## src/rtl/mem_lsu.sv

```systemverilog
// mem_lsu: load/store unit driving one port of a dual-port word memory.
// Byte-addressed byte/half/word requests come in over a valid/ready
// handshake and are turned into word accesses. Loads are lane-extracted and
// sign/zero-extended; sub-word stores are read-modify-write because the
// memory port has no byte enables.
//
// Ports:
//   clk, rst                      clock, synchronous active-high reset
//   req_valid/req_ready           request handshake (ready only in IDLE)
//   req_addr/wr/size/signed/wdata request fields
//   resp_valid/resp_ready         response handshake
//   resp_rdata/resp_err           load result / misalignment or bad size
//   mem_addr/mem_wdata/mem_wr     word-port command
//   mem_rdata                     word-port read data (one cycle after addr)
module mem_lsu (
    input  logic        clk,
    input  logic        rst,
    input  logic        req_valid,
    output logic        req_ready,
    input  logic [31:0] req_addr,
    input  logic        req_wr,
    input  logic [1:0]  req_size,
    input  logic        req_signed,
    input  logic [31:0] req_wdata,
    output logic        resp_valid,
    input  logic        resp_ready,
    output logic [31:0] resp_rdata,
    output logic        resp_err,
    output logic [29:0] mem_addr,
    output logic [31:0] mem_wdata,
    output logic        mem_wr,
    input  logic [31:0] mem_rdata
);

    typedef enum logic [2:0] {S_IDLE, S_RD, S_DATA, S_WR, S_RESP} state_t;

    state_t      state_q, state_d;
    logic [1:0]  off_q, off_d;
    logic        wr_q, wr_d;
    logic [1:0]  size_q, size_d;
    logic        sgn_q, sgn_d;
    logic [31:0] wdata_q, wdata_d;
    logic [31:0] rdata_q, rdata_d;
    logic        err_q, err_d;
    logic [29:0] maddr_q, maddr_d;

    logic        req_bad;
    logic        wr_raw;
    logic [31:0] wword;
    logic [31:0] rshift;
    logic [15:0] half;
    logic [31:0] load_ext;
    logic [31:0] merged;
    logic [4:0]  bsh;
    logic [4:0]  hsh;

    assign req_bad = (req_size == 2'b11) ||
                     (req_size == 2'b01 && req_addr[0]) ||
                     (req_size == 2'b10 && req_addr[1:0] != 2'b00);

    // Lane extraction and lane merge on the word coming back from memory.
    assign bsh    = {off_q, 3'b000};
    assign hsh    = {off_q[1], 4'b0000};
    assign rshift = mem_rdata >> bsh;
    assign half   = off_q[1] ? mem_rdata[31:16] : mem_rdata[15:0];

    always_comb begin
        load_ext = mem_rdata;
        merged   = mem_rdata;
        case (size_q)
            2'b00: begin
                load_ext = {{24{sgn_q & rshift[7]}}, rshift[7:0]};
                merged   = (mem_rdata & ~(32'h0000_00FF << bsh)) |
                           ({24'b0, wdata_q[7:0]} << bsh);
            end
            2'b01: begin
                load_ext = {{16{sgn_q & half[15]}}, half};
                merged   = (mem_rdata & ~(32'h0000_FFFF << hsh)) |
                           ({16'b0, wdata_q[15:0]} << hsh);
            end
            default: ;
        endcase
    end

    always_comb begin
        state_d    = state_q;
        off_d      = off_q;
        wr_d       = wr_q;
        size_d     = size_q;
        sgn_d      = sgn_q;
        wdata_d    = wdata_q;
        rdata_d    = rdata_q;
        err_d      = err_q;
        maddr_d    = maddr_q;
        req_ready  = 1'b0;
        resp_valid = 1'b0;
        wr_raw     = 1'b0;
        wword      = 32'b0;
        case (state_q)
            S_IDLE: begin
                req_ready = 1'b1;
                if (req_valid) begin
                    off_d   = req_addr[1:0];
                    wr_d    = req_wr;
                    size_d  = req_size;
                    sgn_d   = req_signed;
                    wdata_d = req_wdata;
                    rdata_d = 32'b0;
                    err_d   = req_bad;
                    if (req_bad) begin
                        state_d = S_RESP;        // no memory access at all
                    end else begin
                        maddr_d = req_addr[31:2];
                        state_d = (req_wr && req_size == 2'b10) ? S_WR : S_RD;
                    end
                end
            end
            S_RD:   state_d = S_DATA;
            S_DATA: begin
                if (wr_q) begin
                    wr_raw = 1'b1;
                    wword  = merged;
                end else begin
                    rdata_d = load_ext;
                end
                state_d = S_RESP;
            end
            S_WR: begin
                wr_raw  = 1'b1;
                wword   = wdata_q;
                state_d = S_RESP;
            end
            S_RESP: begin
                resp_valid = 1'b1;
                if (resp_ready) state_d = S_IDLE;
            end
            default: state_d = S_IDLE;
        endcase
    end

    // Write strobe is killed combinationally by rst so a reset landing in the
    // write cycle of a read-modify-write never commits a partial update.
    assign mem_wr     = wr_raw & ~rst;
    assign mem_wdata  = mem_wr ? wword : 32'b0;
    assign mem_addr   = maddr_q;
    assign resp_rdata = rdata_q;
    assign resp_err   = err_q;

    always_ff @(posedge clk) begin
        if (rst) begin
            state_q <= S_IDLE;
            off_q   <= 2'b0;
            wr_q    <= 1'b0;
            size_q  <= 2'b0;
            sgn_q   <= 1'b0;
            wdata_q <= 32'b0;
            rdata_q <= 32'b0;
            err_q   <= 1'b0;
            maddr_q <= 30'b0;
        end else begin
            state_q <= state_d;
            off_q   <= off_d;
            wr_q    <= wr_d;
            size_q  <= size_d;
            sgn_q   <= sgn_d;
            wdata_q <= wdata_d;
            rdata_q <= rdata_d;
            err_q   <= err_d;
            maddr_q <= maddr_d;
        end
    end

endmodule

```

## config.mk

```make
export PLATFORM = sky130hd
export DESIGN_NAME = mem_lsu
export DESIGN_NICKNAME = d
export VERILOG_FILES = /design/src/rtl/mem_lsu.sv
export SDC_FILE = /design/constraint.sdc
export NUM_CORES = 1
export LEC_CHECK = 0
export CAP_MARGIN = 20
export CORE_UTILIZATION = 48
export CTS_CLUSTER_DIAMETER = 200
export CTS_CLUSTER_SIZE = 8
export DETAILED_ROUTE_END_ITERATION = 6
export GPL_ROUTABILITY_DRIVEN = 0
export PLACE_DENSITY_LB_ADDON = 0.15
export REMOVE_ABC_BUFFERS = 1
export SLEW_MARGIN = 20
export SYNTH_ARGS = -nofsm -noshare
export SYNTH_HDL_FRONTEND = slang
export SYNTH_SLANG_ARGS = --single-unit
```

## constraint.sdc

```tcl
create_clock -name clk -period 3.4 [get_ports clk]
set_input_delay 0.51 -clock clk [delete_from_list [all_inputs] [get_ports clk]]
set_output_delay 0.51 -clock clk [all_outputs]
set_load 0.05 [all_outputs]
```

# Word-level counts from Yosys, hierarchy flattened
# Index checks and enable logic that the tools add are counted.
[op_classes]
bitwise = 11
shift = 5
n_eq_ne = 11
n_reduce_logical = 14
mux = 18
[ops]
columns = ["cell", "count"]
rows = [
  ["32-bit one-hot mux with 2 select lines", 4],
  ["32-bit two-way mux", 4],
  ["32-bit bitwise AND", 2],
  ["32-bit inverter", 2],
  ["32-bit OR", 2],
  ["16-bit by 5-bit left shift with 32-bit output", 1],
  ["16-bit by 5-bit left shift with 32-bit output, first input constant", 1],
  ["8-bit by 5-bit left shift with 32-bit output", 1],
  ["8-bit by 5-bit left shift with 32-bit output, first input constant", 1],
  ["32-bit by 5-bit right shift with 8-bit output", 1],
  ["16-bit two-way mux", 1],
  ["3-bit one-hot mux with 4 select lines", 1],
  ["3-bit two-way mux", 3],
  ["3-bit by 2-bit equality test with 1-bit output, second input constant", 2],
  ["2-bit inequality test, second input constant", 3],
  ["3-bit AND reduction", 2],
  ["2-bit by 1-bit equality test with 1-bit output, second input constant", 2],
  ["2-bit equality test, second input constant", 2],
  ["2-bit AND reduction", 2],
  ["2-bit nonzero test", 2],
  ["1-bit bitwise AND", 3],
  ["3-bit by 1-bit equality test with 1-bit output, second input constant", 1],
  ["3-bit equality test, second input constant", 1],
  ["1-bit logical AND", 3],
  ["8 further kinds", 12],
]
[totals]
in_bits = 104
out_inout_bits = 98
reg_bits = 104

# Logic depth before layout (Yosys ltp)
# Gate-level depths: netlist of the first run.
[logic_depth]
ltp_word = 8
mapped_depth = 8
depth_no_buf = 4

# Worst setup path before layout of the first run
# Ideal clock, no wire load.
[synth_path]
path_kind = "reg2out"
from = "register state_q[1]"
to = "output mem_wdata[21]"
required_ns = 2.890
t_arrival_ns = 2.471
path_stages_with_launch = 7
setup_slack_ns = 0.419
path_cell_list = "dfxtp_1 buf_4 or3b_4 nor2_2 nand2_1 clkbuf_1 o21ai_0"
[synth_via]
elab_chain_len = 4
word_cells_on_any_way = 6
cone_classes = "eq/ne (2); mux (3); bitwise (1)"
[synth_rtl]
columns = ["element", "line_no", "rtl"]
rows = [
  ["start, declared", "37", "state_t state_q, state_d;"],
  ["start signal, assigned", "161", "state_q <= state_d;"],
  ["3-bit by 2-bit equality test with 1-bit output", "99", "case (state_q)"],
  ["1-bit one-hot mux with 2 select lines", "99", ""],
  ["1-bit bitwise AND", "143", "assign mem_wr = wr_raw & ~rst;"],
  ["32-bit two-way mux (*)", "144", "assign mem_wdata = mem_wr ? wword : 32'b0;"],
  ["end, declared", "30", "output logic [31:0] mem_wdata,"],
]
# Every way passes the cells marked *; elsewhere a longest branch is shown, timed or not.

# Final worst setup path of the first run
[layout_path]
from = "register state_q[1]"
to = "output mem_wdata[29]"
# The elaborated chain is that of the path after synthesis.

==> flow_summary.ini, run 1 <==
[outcome]
status = finished clean

[timing]
setup_tns_ns = 0
finClkSkew_ns = 0.0147
finalCriticalPeriod_ns = 3.12
report.final.setup_viol = 0
hold_viol_final = 0
slew_viol_final = 0
hold_ws_ns = 0.463
finalCritPeriodShare_pct = 91.8
rsz0062_at_grt = no
max_freq_mhz = 320
maxSlewHeadroom_pct = 49.8
tightest_slew_ns = 0.751

[setup_path]
startpoint_type = flip-flop
worstReg2RegStart = state_q[1]
reg2reg_depth = 4
r2r_slack_ns = 0.95
reg2reg_to = resp_rdata[16]
crit_required_ns = 2.89
cp-end-kind = output pin
endpoint = mem_wdata[29]
crit_arrival_ns = 2.61
crit_type = flip-flop to output pin
startpoint = state_q[1]
crit_fanout = 16

[cts]
cts_hold_buf = 0
path_clk_slew_ns = 0.11
htree_levels = 3
root_buffer = clkbuf_8
cts_setup_buffers = 0
clk_latency_ns = 0.40
cts_tree = built
cts-resized-gates = 0
cts-buffers-inserted = 9
cts_max_path_buffers = 2
clock-sinks = 104

[pwr]
total_power_mw = 2.85
leakage_nw = 3.10
power.share.combinational_pct = 23.9
p_per_area_nw_per_um2 = 357
p_int_mw = 1.93
seq_power_share_pct = 47.0
peakVddDrop_uv = 305
p_switching_mw = 0.923
swShare_pct = 32.4
clkPwrFrac_pct = 29.1

[grt]
grt_pass1_wl_um = 27400
track_usage_pct = 30.2
grt_pass1_vias = 5375
gr-total-overflow = 0
grt_max_degree = 62
antenna_found_initial = 0

[synthesis]
async_flop_share_pct = 0
synth_cell_types = 48
synth_area_per_cell_um2 = 8.19
synth_area_um2 = 5400
synthFlopType = dfxtp_1
yosysSeqAreaShare_pct = 38.6
synth-edff-count = 0
synth_warnings = 0
ys_seq_elements = 104
synth_cells = 659

[route]
ant_nets = 0
wl_met1_um = 6810
drt_first_pass_iters = 5
wirelength_um = 17300
highest_layer = met4
wl_met3_um = 1950
drt-initial-drc-count = 452
drc_errors = 0
vias = 5604
viasPerCell = 5.76
wl_met2_um = 8230
routedWlPerCell_um = 17.8

[floorplan]
die_w_um = 108
start_util_pct = 49.6
die_area_um2 = 11700
rows = 38
die_y_um = 108
core-area_um2 = 10900
pin_count = 202

[min_path]
hp-start = wdata_q[23]
holdCritPathClass = flip-flop to flip-flop

[layout]
drive_above_1_share_pct = 10.4
diodes = 0
most-common-layout-cells = 167 x clkdlybuf4s50_1, 129 x nand2_1, 104 x dfxtp_1
finish.utilization_pct = 73.5
fin_area_um2 = 8000
area_delta_synth_final_pct = 48.2
fin_nets = 932
fillers = 816
final_common_cell = clkdlybuf4s50_1

[placed_design]
post-dp-hpwl_um = 13100
placed_area_um2 = 7790
io_buffers = 201

[run]
maxCapViolCount = 0
-- power by group through the flow --
stage	Clock [mW]	Combinational, mW	Sequential [mW]
global placement	0	0.657	1.36
CTS	0.840	0.678	1.34
finish	0.830	0.682	1.34
global route	0.885	0.732	1.35
floorplan	0	0.283	1.44
detailed placement	0	0.674	1.37
-- stage by stage --
stage,worst slack (ns),instances
5_1_grt,0.128,973
3_5_place_dp,0.743,957
2_1_floorplan,-1.11,600
4_1_cts,0.259,973
6_report,0.278,973
3_3_place_gp,0.796,957
-- worst max-delay path, stage by stage (launching register included) --
cell	delay [ns]
dfxtp_1	0.53
or3b_4	0.47
nor2_2	0.13
nand2_1	0.29
o31ai_1	0.58
buf_12	0.21
-- cells in the mapped netlist (16+ instances only) --
master,count,area [um^2]
mux2i_1,54,541
buf_2,17,85.1
dfxtp_1,104,2080
o21ai_0,29,145
clkbuf_1,34,128
inv_1,16,60.1
nor2_1,45,169
a31oi_1,16,100
nand2b_1,17,106
a221o_1,16,160
a21oi_1,57,285
nand2_1,129,484
-- layer usage --
layer	vias to the layer above	GRT usage [%]
li1	2682	-
met4	0	11.9
met3	27	9.83
met1	2602	36.9
met2	293	49.0
met5	-	0
-- flip-flops by register name (all words and copies together) (netlist names) --
name,cells
resp_rdata,32
wdata_q,32
mem_addr,30
state_q,3
off_q,2
size_q,2
resp_err,1
sgn_q,1
wr_q,1
-- cell families after synthesis --
family / Yosys count / share of synthesized area (%)
AO/OA/AOI/OAI: 177 / 22.3
buffers and inverters: 75 / 5.89
flip-flops: 104 / 38.6
multiplexers: 62 / 11.9
AND/OR/NAND/NOR: 241 / 21.4
-- cell type report --
class | count | area, um^2 | share of cell area (%)
Clock buffer | 9 | 124 | 1.55
Clock inverter | 7 | 77.6 | 0.970
Inverter | 16 | 60.1 | 0.751
Multi-Input combinational cell | 480 | 3020 | 37.8
Sequential cell | 104 | 2080 | 26.0
Tap cell | 140 | 175 | 2.19
Timing Repair Buffer | 217 | 2460 | 30.7
-- worst min-delay path by stage --
stage,end,depth (start not counted)
after detailed placement,wdata_q[23],2
after CTS,wdata_q[23],2
after floorplan,wdata_q[16],2
final,wdata_q[23],2
after global placement,wdata_q[23],2
after global routing,wdata_q[31],2
No activity file was read; power rests on OpenSTA's default activity.
==> inputs of run 2 (changes only) <==
--- a/config.mk
+++ b/config.mk
@@ -6,7 +6,7 @@
 export NUM_CORES = 1
 export LEC_CHECK = 0
 export CAP_MARGIN = 20
-export CORE_UTILIZATION = 48
+export CORE_UTILIZATION = 40
 export CTS_CLUSTER_DIAMETER = 200
 export CTS_CLUSTER_SIZE = 8
 export DETAILED_ROUTE_END_ITERATION = 6
==> flow_summary.ini, run 2 (synthesis results as in run 1) <==
[outcome]
status = finished clean

[floorplan]
die_w_um = 118
pin_count = 202
die_area_um2 = 14000
core-area_um2 = 13200
rows = 42
start_util_pct = 40.9
die_y_um = 118

[cts]
cts_hold_buf = 0
cts_tree = built
htree_levels = 3
root_buffer = clkbuf_16
cts-resized-gates = 0
cts_max_path_buffers = 2
cts-buffers-inserted = 9
clock-sinks = 104
clk_latency_ns = 0.36
path_clk_slew_ns = 0.07
cts_setup_buffers = 0

[layout]
diodes = 0
fillers = 1163
most-common-layout-cells = 167 x clkdlybuf4s50_1, 129 x nand2_1, 104 x dfxtp_1
final_common_cell = clkdlybuf4s50_1
fin_nets = 932
area_delta_synth_final_pct = 51.5
drive_above_1_share_pct = 10.3
finish.utilization_pct = 62.0
instances_no_fill = 1008

[setup_path]
reg2reg_to = resp_rdata[12]
crit_required_ns = 2.89
crit_fanout = 22
r2r_slack_ns = 0.87
crit_type = flip-flop to output pin
reg2reg_depth = 5
worstReg2RegStart = off_q[1]
crit_arrival_ns = 2.65
cp-end-kind = output pin
startpoint_type = flip-flop

[timing]
rsz0062_at_grt = no
maxSlewHeadroom_pct = 56.9
setup_tns_ns = 0
finalCritPeriodShare_pct = 92.8
report.final.setup_viol = 0
finClkSkew_ns = 0.00630
finalCriticalPeriod_ns = 3.16
tightest_slew_ns = 0.645
max_freq_mhz = 317
layout_setup_ws_ns = 0.244
slew_viol_final = 0
hold_viol_final = 0

[route]
ant_nets = 0
drt_first_pass_iters = 5
routedWlPerCell_um = 17.6
vias = 5597
drt-initial-drc-count = 431
drc_errors = 0
viasPerCell = 5.55
wirelength_um = 17700

[pwr]
p_int_mw = 2.23
clkPwrFrac_pct = 35.6
total_power_mw = 3.15
p_switching_mw = 0.922
seq_power_share_pct = 42.6
power.share.combinational_pct = 21.8
leakage_nw = 3.15
swShare_pct = 29.3
p_per_area_nw_per_um2 = 385
peakVddDrop_uv = 371

[min_path]
hp-start = wdata_q[29]
min_to = wdata_q[29]
hold_depth = 2
holdCritPathClass = flip-flop to flip-flop

[grt]
gr-total-overflow = 0
grt_pass1_wl_um = 28400
grt_max_degree = 48
antenna_found_initial = 0
track_usage_pct = 25.6
grt_pass1_vias = 5509

[placed_design]
post-dp-hpwl_um = 13400
dp_slack_ns = 0.669
dp_cells = 993
io_buffers = 201

[run]
maxCapViolCount = 0
[run 2: changes by cell type in the layout (fill, tap and decap cells not counted), sizes merged]
| cell | delta |
|---|---|
| inv | -2 |
| clkinv | -1 |
| bufinv | +1 |
| clkinvlp | +1 |
[run 2: critical path, stage by stage (launching register included)]
cell	delay, ns
dfxtp_1	0.47
buf_4	0.30
or2_2	0.39
nor2_1	0.26
buf_4	0.22
o211ai_1	0.10
a31oi_1	0.34
buf_12	0.19
[run 2: final cells by class]
type                    instances  area [um^2]  area share, %
flip-flops and latches        104         2080           25.5
clock buffers                   9          225           2.76
repair buffers                217         2480           30.3
clock inverters                 6         90.1           1.10
inverters                      16         60.1          0.735
multi-input cells             480         3020           36.9
well taps                     176          220           2.69
[run 2: power groups by stage]
stage / Combinational (mW) / Clock (mW) / Sequential, mW
floorplan: 0.283 / 0 / 1.44
global placement: 0.662 / 0 / 1.36
detailed placement: 0.681 / 0 / 1.37
CTS: 0.684 / 1.15 / 1.34
global route: 0.735 / 1.21 / 1.35
finish: 0.686 / 1.12 / 1.34
[run 2: stage by stage]
stage | hold slack, ns | instance area, um^2
3_3_place_gp | 0.445 | 7830
6_report | 0.458 | 8170
2_1_floorplan | 0.431 | 5140
3_5_place_dp | 0.449 | 7860
4_1_cts | 0.459 | 8170
5_1_grt | 0.473 | 8170
[run 2: how the worst max path moves through the flow]
stage / from / endpoint / cells past startpoint
floorplan: req_valid / mem_addr[0] / 4
global placement: off_q[1] / mem_wdata[2] / 7
detailed placement: off_q[1] / mem_wdata[2] / 7
CTS: off_q[1] / mem_wdata[2] / 7
global route: off_q[1] / mem_wdata[5] / 7
finish: off_q[1] / mem_wdata[3] / 7
[run 2: metal layers]
metal	share of wire [%]	GRT usage, %	wire length, um
met1	42	31.4	7380
met2	47	42.3	8410
met3	9.7	9.12	1720
met4	1.3	6.65	227
met5	0	0	0
==> inputs of run 3 (changes only) <==
--- a/config.mk
+++ b/config.mk
@@ -6,7 +6,7 @@
 export NUM_CORES = 1
 export LEC_CHECK = 0
 export CAP_MARGIN = 20
-export CORE_UTILIZATION = 40
+export CORE_UTILIZATION = 38
 export CTS_CLUSTER_DIAMETER = 200
 export CTS_CLUSTER_SIZE = 8
 export DETAILED_ROUTE_END_ITERATION = 6
==> flow_summary.ini, run 3 (synthesis results as in run 1) <==
[outcome]
status = finished clean

[layout]
fin_nets = 933
drive_above_1_share_pct = 10.4
diodes = 0
seq_area_um2 = 2080
final_common_cell = clkdlybuf4s50_1
fillers = 1219
most-common-layout-cells = 167 x clkdlybuf4s50_1, 129 x nand2_1, 104 x dfxtp_1
fin_area_um2 = 8140
area_delta_synth_final_pct = 50.9
multiInputGateArea_um2 = 3020

[grt]
gr-total-overflow = 0
grt_max_degree = 42
track_usage_pct = 24.8
antenna_found_initial = 0
grt_pass1_wl_um = 28500
grt_pass1_vias = 5500

[setup_path]
startpoint_type = flip-flop
worstReg2RegStart = off_q[1]
crit_type = flip-flop to output pin
r2r_slack_ns = 0.90
crit_fanout = 16
crit_arrival_ns = 2.59
crit_required_ns = 2.89
reg2reg_to = resp_rdata[21]
cp-end-kind = output pin
reg2reg_depth = 5

[min_path]
holdCritPathClass = flip-flop to flip-flop
hp-start = wdata_q[23]
hold_depth = 2
min_to = wdata_q[23]

[placed_design]
io_buffers = 201
dp_slack_ns = 0.708
placed_area_um2 = 7850
post-dp-hpwl_um = 13400

[timing]
hold_viol_final = 0
tightest_slew_ns = 0.634
rsz0062_at_grt = no
finalCritPeriodShare_pct = 91.1
slew_viol_final = 0
finClkSkew_ns = 0.00926
layout_setup_ws_ns = 0.304
max_freq_mhz = 323
report.final.setup_viol = 0
finalCriticalPeriod_ns = 3.10
maxSlewHeadroom_pct = 57.7
hold_ws_ns = 0.457
setup_tns_ns = 0

[route]
ant_nets = 0
drc_errors = 0
routedWlPerCell_um = 17.5
drt_first_pass_iters = 5
viasPerCell = 5.50
drt-initial-drc-count = 329
vias = 5574
wirelength_um = 17800

[cts]
cts_setup_buffers = 0
clk_latency_ns = 0.36
path_clk_slew_ns = 0.07
htree_levels = 3
cts_max_path_buffers = 2
cts-buffers-inserted = 9
root_buffer = clkbuf_16
cts_tree = built
cts_hold_buf = 0
clock-sinks = 104
cts-resized-gates = 0

[pwr]
peakVddDrop_uv = 323
p_per_area_nw_per_um2 = 377
leakage_nw = 3.13

[run]
maxCapViolCount = 0

[floorplan]
core-area_um2 = 13900
rows = 43
die_area_um2 = 14700
die_y_um = 121
start_util_pct = 38.9
die_w_um = 121
pin_count = 202
run 3: changes by cell type in the layout (fill, tap and decap cells not counted), sizes merged:
cell,before,now
buf,50,51
bufinv,2,1
clkinvlp,1,2
run 3: layout make-up:
cell class	instances	share of cell area (%)
Timing Repair Buffer	218	30.3
Sequential cell	104	25.6
Clock inverter	6	0.830
Tap cell	180	2.77
Inverter	16	0.737
Multi-Input combinational cell	480	37.1
Clock buffer	9	2.77
run 3: power breakdown:
part / total (mW) / internal, mW / switching [mW] / leakage, nW
logic: 0.677 / 0.302 / 0.375 / 2.15
clock network: 1.05 / 0.571 / 0.481 / 0.138
registers: 1.34 / 1.28 / 0.0666 / 0.847
total: 3.07 / 2.15 / 0.923 / 3.13
run 3: per-layer routing:
layer | GRT usage [%] | up-vias | wire, um | share of wire [%]
met4 | 10.4 | 0 | 497 | 2.8
met3 | 7.75 | 36 | 1700 | 9.6
met2 | 39.7 | 267 | 8200 | 46
li1 | - | 2690 | - | -
met1 | 30.7 | 2581 | 7360 | 41
met5 | 0 | - | 0 | 0
run 3: critical path, cell delays in order, from the launching register on:
cell	delay, ns
dfxtp_1	0.64
nor2b_1	0.24
buf_4	0.22
nand2_1	0.34
mux2i_1	0.22
o21ai_0	0.37
buf_12	0.19
run 3: stage by stage:
step	util (%)	cells	total power [mW]
floorplan	-	600	1.73
global placement	56.6	998	2.03
detailed placement	56.6	998	2.04
CTS	58.7	1013	3.09
global route	58.7	1013	3.20
finish	58.7	1013	3.07
run 3: how the worst max path moves through the flow:
stage,from,endpoint,slack (ns)
floorplan,req_valid,mem_addr[0],-1.11
global placement,off_q[1],mem_wdata[22],0.72
detailed placement,off_q[1],mem_wdata[22],0.71
CTS,off_q[1],mem_wdata[22],0.30
global route,off_q[1],mem_wdata[22],0.14
finish,off_q[1],mem_wdata[22],0.30
